<file path="src/rtl/if_fetch.sv">
// Instruction fetch stage: drives one outstanding instruction-memory request at a
// time, holds the fetched word for IF/ID and squashes in-flight words on redirect.
module if_fetch #(
    parameter logic [31:0] RESET_PC = 32'h0000_0000
) (
    input  logic        clk,
    input  logic        rst,
    input  logic [5:0]  stall,
    input  logic        b_flag,
    input  logic [31:0] b_target,
    output logic        mem_req,
    output logic [31:0] mem_addr,
    input  logic        mem_ready,
    input  logic [31:0] mem_rdata,
    output logic [31:0] if_pc,
    output logic [31:0] if_inst,
    output logic        stallreq_if
);

    typedef enum logic [1:0] {
        S_REQ     = 2'd0,
        S_HOLD    = 2'd1,
        S_DISCARD = 2'd2
    } state_t;

    state_t      state;
    logic [31:0] pc;
    logic [31:0] req_addr;
    logic [31:0] tgt;
    logic [31:0] pc_inc;
    logic        unused_bits;

    assign tgt         = {b_target[31:2], 2'b00};
    assign pc_inc      = pc + 32'd4;
    assign unused_bits = ^{stall[5:1], b_target[1:0]};

    assign mem_req     = (state != S_HOLD);
    assign stallreq_if = (state != S_HOLD);
    assign mem_addr    = req_addr;

    always_ff @(posedge clk or negedge rst) begin
        if (!rst) begin
            state    <= S_REQ;
            pc       <= RESET_PC;
            req_addr <= RESET_PC;
            if_pc    <= 32'h0;
            if_inst  <= 32'h0;
        end else if (b_flag) begin
            pc      <= tgt;
            if_pc   <= 32'h0;
            if_inst <= 32'h0;
            // A request still in flight must complete before the target can be issued.
            if ((state == S_REQ || state == S_DISCARD) && !mem_ready) begin
                state <= S_DISCARD;
            end else begin
                req_addr <= tgt;
                state    <= S_REQ;
            end
        end else begin
            case (state)
                S_REQ: begin
                    if (mem_ready) begin
                        if_pc   <= pc;
                        if_inst <= mem_rdata;
                        state   <= S_HOLD;
                    end
                end
                S_HOLD: begin
                    if (!stall[0]) begin
                        pc       <= pc_inc;
                        req_addr <= pc_inc;
                        state    <= S_REQ;
                    end
                end
                S_DISCARD: begin
                    // Stale word is dropped; reissue at the redirected pc.
                    if (mem_ready) begin
                        req_addr <= pc;
                        state    <= S_REQ;
                    end
                end
                default: state <= S_REQ;
            endcase
        end
    end

endmodule

</file>
<file path="config.mk">
export PLATFORM = sky130hd
export DESIGN_NAME = if_fetch
export DESIGN_NICKNAME = d
export VERILOG_FILES = /design/src/rtl/if_fetch.sv
export SDC_FILE = /design/constraint.sdc
export NUM_CORES = 1
export LEC_CHECK = 0
export BUFFER_PORTS_ARGS = -buffer_cell sky130_fd_sc_hd__buf_2
export CAP_MARGIN = 10
export CORE_MARGIN = 2
export CORE_UTILIZATION = 30
export DETAILED_ROUTE_END_ITERATION = 6
export GPL_ROUTABILITY_DRIVEN = 0
export GPL_TIMING_DRIVEN = 0
export SLEW_MARGIN = 5
export SYNTH_ARGS = -nofsm -noshare
export SYNTH_HDL_FRONTEND = slang
export SYNTH_SLANG_ARGS = --single-unit
</file>
<file path="constraint.sdc">
create_clock -name clk -period 2.29 [get_ports clk]
set_input_delay 0.3435 -clock clk [delete_from_list [all_inputs] [get_ports clk]]
set_output_delay 0.3435 -clock clk [all_outputs]
set_load 0.02 [all_outputs]
</file>
==> metrics.txt <==
status finished clean; Fillers 1,950; Inserted Diodes 0; largest area contributor in the netlist dfrtp_1; Mapped Nets 630; Hold Vio Cnt, Final 0; CP Launch Point pc[4]$_DFFE_PN0N_; total track usage 0.1838; post-DR vias/cell 5.062; post-place setup slack -0.03176 ns; maximum vdd drop 0.3718 mV; final wirelength 19,040 um; vias 5,148; Initial Utilization 0.3065; die span in x 145.2 um; Hold Startpoint mem_ready; type of element capturing the critical path register; Final ANT Viol Nets 0; part of the Yosys area used for sequential elements 0.5269; H-tree depth 4; worst-path fanout max 8; ys flop type dfrtp_1; post-synth top area share 0.5269; hold_ws 0.1382 ns; relative slew slack 0.5682; post-synthesis cell type count 54; global-route wire length before repair 30,070 um; Placed Cells incl. Taps 985; max-slew violation count 0; Cell Area, Synth 0.005984 mm2; top post-synthesis cells by area dfrtp_1, a22o_1, xor2_1; CTS sink count 126; TritonRoute pass-1 iters 5; Worst-Skew Late Latency 0.43 ns; Post-synth EDFFs 0; FF-to-FF Start pc[4]$_DFFE_PN0N_; Root Driver clkbuf_16; die area 0.02109 mm2; I/O Pins 172; Core ar. 0.01953 mm2; post-DR wirelength/cell 18.72 um; Hold Crit Class in -> reg; WP data arrival 2.53 ns; Reg clk slew, reported paths 0.06 ns; #FFs+latches synth 126; GRT overflow 0; fin cells 1,017; async set or reset register ratio after synthesis 1.000; dpl hpwl 13,470 um; port bufs 163; clk_skew 0.01186 ns; Post-CTS Setup Bufs 0; RSZ-0062 raised after global routing true; Pwr Total 6.447 mW; f_max 453.9 MHz; leakage 3.610 nW; Tcrit/Tclk final 0.9620; Area Overhead vs Synth 29.81%; initial antenna violation count 0; Num CTS Buffers 17; Syn Inst Count 555; CTS tree built; Nets 814; Worst Tran Pin Value 0.6477 ns; DRC Markers 0; Final setup viols 0; fin worst setup slack 0.08696 ns; vias in the first global route 5,155; Max Cap Viol 0; clock tree buffer depth 2; fraction of layout cells with a size suffix above 1 0.3298; startpoint class of the critical path register; First DRT Iteration DRCs 381; Avg Cell Area, Syn 10.78 um2; largest net degree at the start of global routing 81; Yosys warnings 0; Die Span Y 145.2 um; Critical Path RT 2.62 ns; Tmin final 2.203 ns; FP Rows 51; pwr dens 829.9 mW/mm2; CP Class reg -> reg
## through the flow
stage          cell area [um2]  TNS (ns)    util
5_1_grt                   7769  -0.06685  0.3979
4_1_cts                   7740         0  0.3964
3_3_place_gp              7132   -117.22  0.3652
6_report                  7769         0  0.3979
3_5_place_dp              7173   -0.2869  0.3674
2_1_floorplan             5984         0       -
## flip-flops by register name (all words and copies together), names as in the netlist
register / count
if_inst: 32
if_pc: 31
state: 2
pc: 30
mem_addr: 31
## cells in the mapped netlist (9+ instances only)
| cell | instances |
|---|---|
| xor2_1 | 27 |
| a22o_1 | 62 |
| nand2_1 | 51 |
| nand3_1 | 25 |
| clkbuf_1 | 25 |
| o221ai_1 | 10 |
| nor2_1 | 37 |
| buf_2 | 14 |
| nand4_1 | 14 |
| mux2_2 | 9 |
| o21ai_0 | 23 |
| nor3_1 | 14 |
| xnor2_1 | 25 |
| dfrtp_1 | 126 |
## repair_timing
| item | in CTS | in global routing |
|---|---|---|
| hold buffers | 1 | 0 |
| resized for setup | 3 | 8 |
| pin swaps | 0 | 3 |
| hold endpoints to repair | 46 | 0 |
| endpoints found under the setup margin | 24 | 26 |
## layout make-up
type                    instances  area (um2)  share of cell area
multi-input cells             377        2648              0.3408
flip-flops and latches        126        3153              0.4059
well taps                     265       331.6             0.04268
clock inverters                12       96.34             0.01240
clock buffers                  20       446.7             0.05750
repair buffers                166       867.1              0.1116
inverters                       6       22.52            0.002899
plain buffers                  45       203.9             0.02625
## layer usage
layer  part of all wire  global-route usage  vias up  wire [um]
li1                   -                   -     2391          -
met1               0.47              0.2535     2528       8955
met2               0.46              0.2874      211       8806
met3              0.053             0.04214       18       1014
met4              0.014             0.05686        0        263
met5                  0                   0        -          0
## path summary, 6_finish.rpt
path | depth (start not counted) | slack, ns | to
worst min register to register | 2 | 0.48 | mem_addr[4]$_DFFE_PN0P_
worst max register to register | 5 | 0.09 | mem_addr[17]$_DFFE_PN0P_
min in group asynchronous | 2 | 0.42 | if_inst[0]$_DFFE_PN0P_
max in group asynchronous | 3 | 1.11 | mem_addr[4]$_DFFE_PN0P_
worst min-delay path | 2 | 0.14 | state[1]$_DFFE_PN0P_
worst max-delay path | 5 | 0.09 | mem_addr[17]$_DFFE_PN0P_
## power by group
| group | switching (mW) | internal (mW) |
|---|---|---|
| Sequential | 0.167 | 2.47 |
| Clock | 1.01 | 1.50 |
| Combinational | 0.846 | 0.452 |
## cells by family after synthesis
group	Yosys count	synth area share
and+or+nand+nor	181	0.1677
buffers and inverters	52	0.03805
muxes	11	0.02028
DFF	126	0.5269
AOI/OAI and AO/OA	132	0.1689
xor gates and xnor gates	52	0.07610
adders and majority gates	1	0.002090
## placed cells by master (no fill, tap or decap), types with 3 or more instances in the layout
cell type | synthesis | routed
buf_2 | 14 | 175
dfrtp_1 | 126 | 126
a22o_1 | 62 | 62
nand2_1 | 51 | 51
nor2_1 | 37 | 34
xor2_1 | 27 | 27
clkbuf_1 | 25 | 26
nand3_1 | 25 | 25
xnor2_1 | 25 | 25
o21ai_0 | 23 | 23
clkbuf_16 | 0 | 17
nand4_1 | 14 | 14
nor3_1 | 14 | 13
o221ai_1 | 10 | 10
mux2_2 | 9 | 9
a21oi_1 | 7 | 7
clkinv_2 | 0 | 7
nand2b_1 | 6 | 6
inv_1 | 5 | 5
o21ai_1 | 5 | 5
nor4_4 | 4 | 4
and3_1 | 4 | 4
o21a_1 | 4 | 4
a211oi_1 | 4 | 4
buf_4 | 3 | 4
nor2_2 | 2 | 3
nor3_2 | 4 | 3
clkbuf_2 | 3 | 3
and4_1 | 3 | 3
and2_1 | 3 | 3
o31ai_1 | 3 | 3
a221oi_1 | 3 | 3
clkinvlp_4 | 0 | 3
## critical path, stage by stage, from the launching register on
cell and delay (ns):
dfrtp_1 0.50, nand3_1 0.39, nor2_1 0.61, nand4_1 0.18, xor2_1 0.19, a211oi_2 0.23
Note: power is estimated with default switching activity, not from simulation.
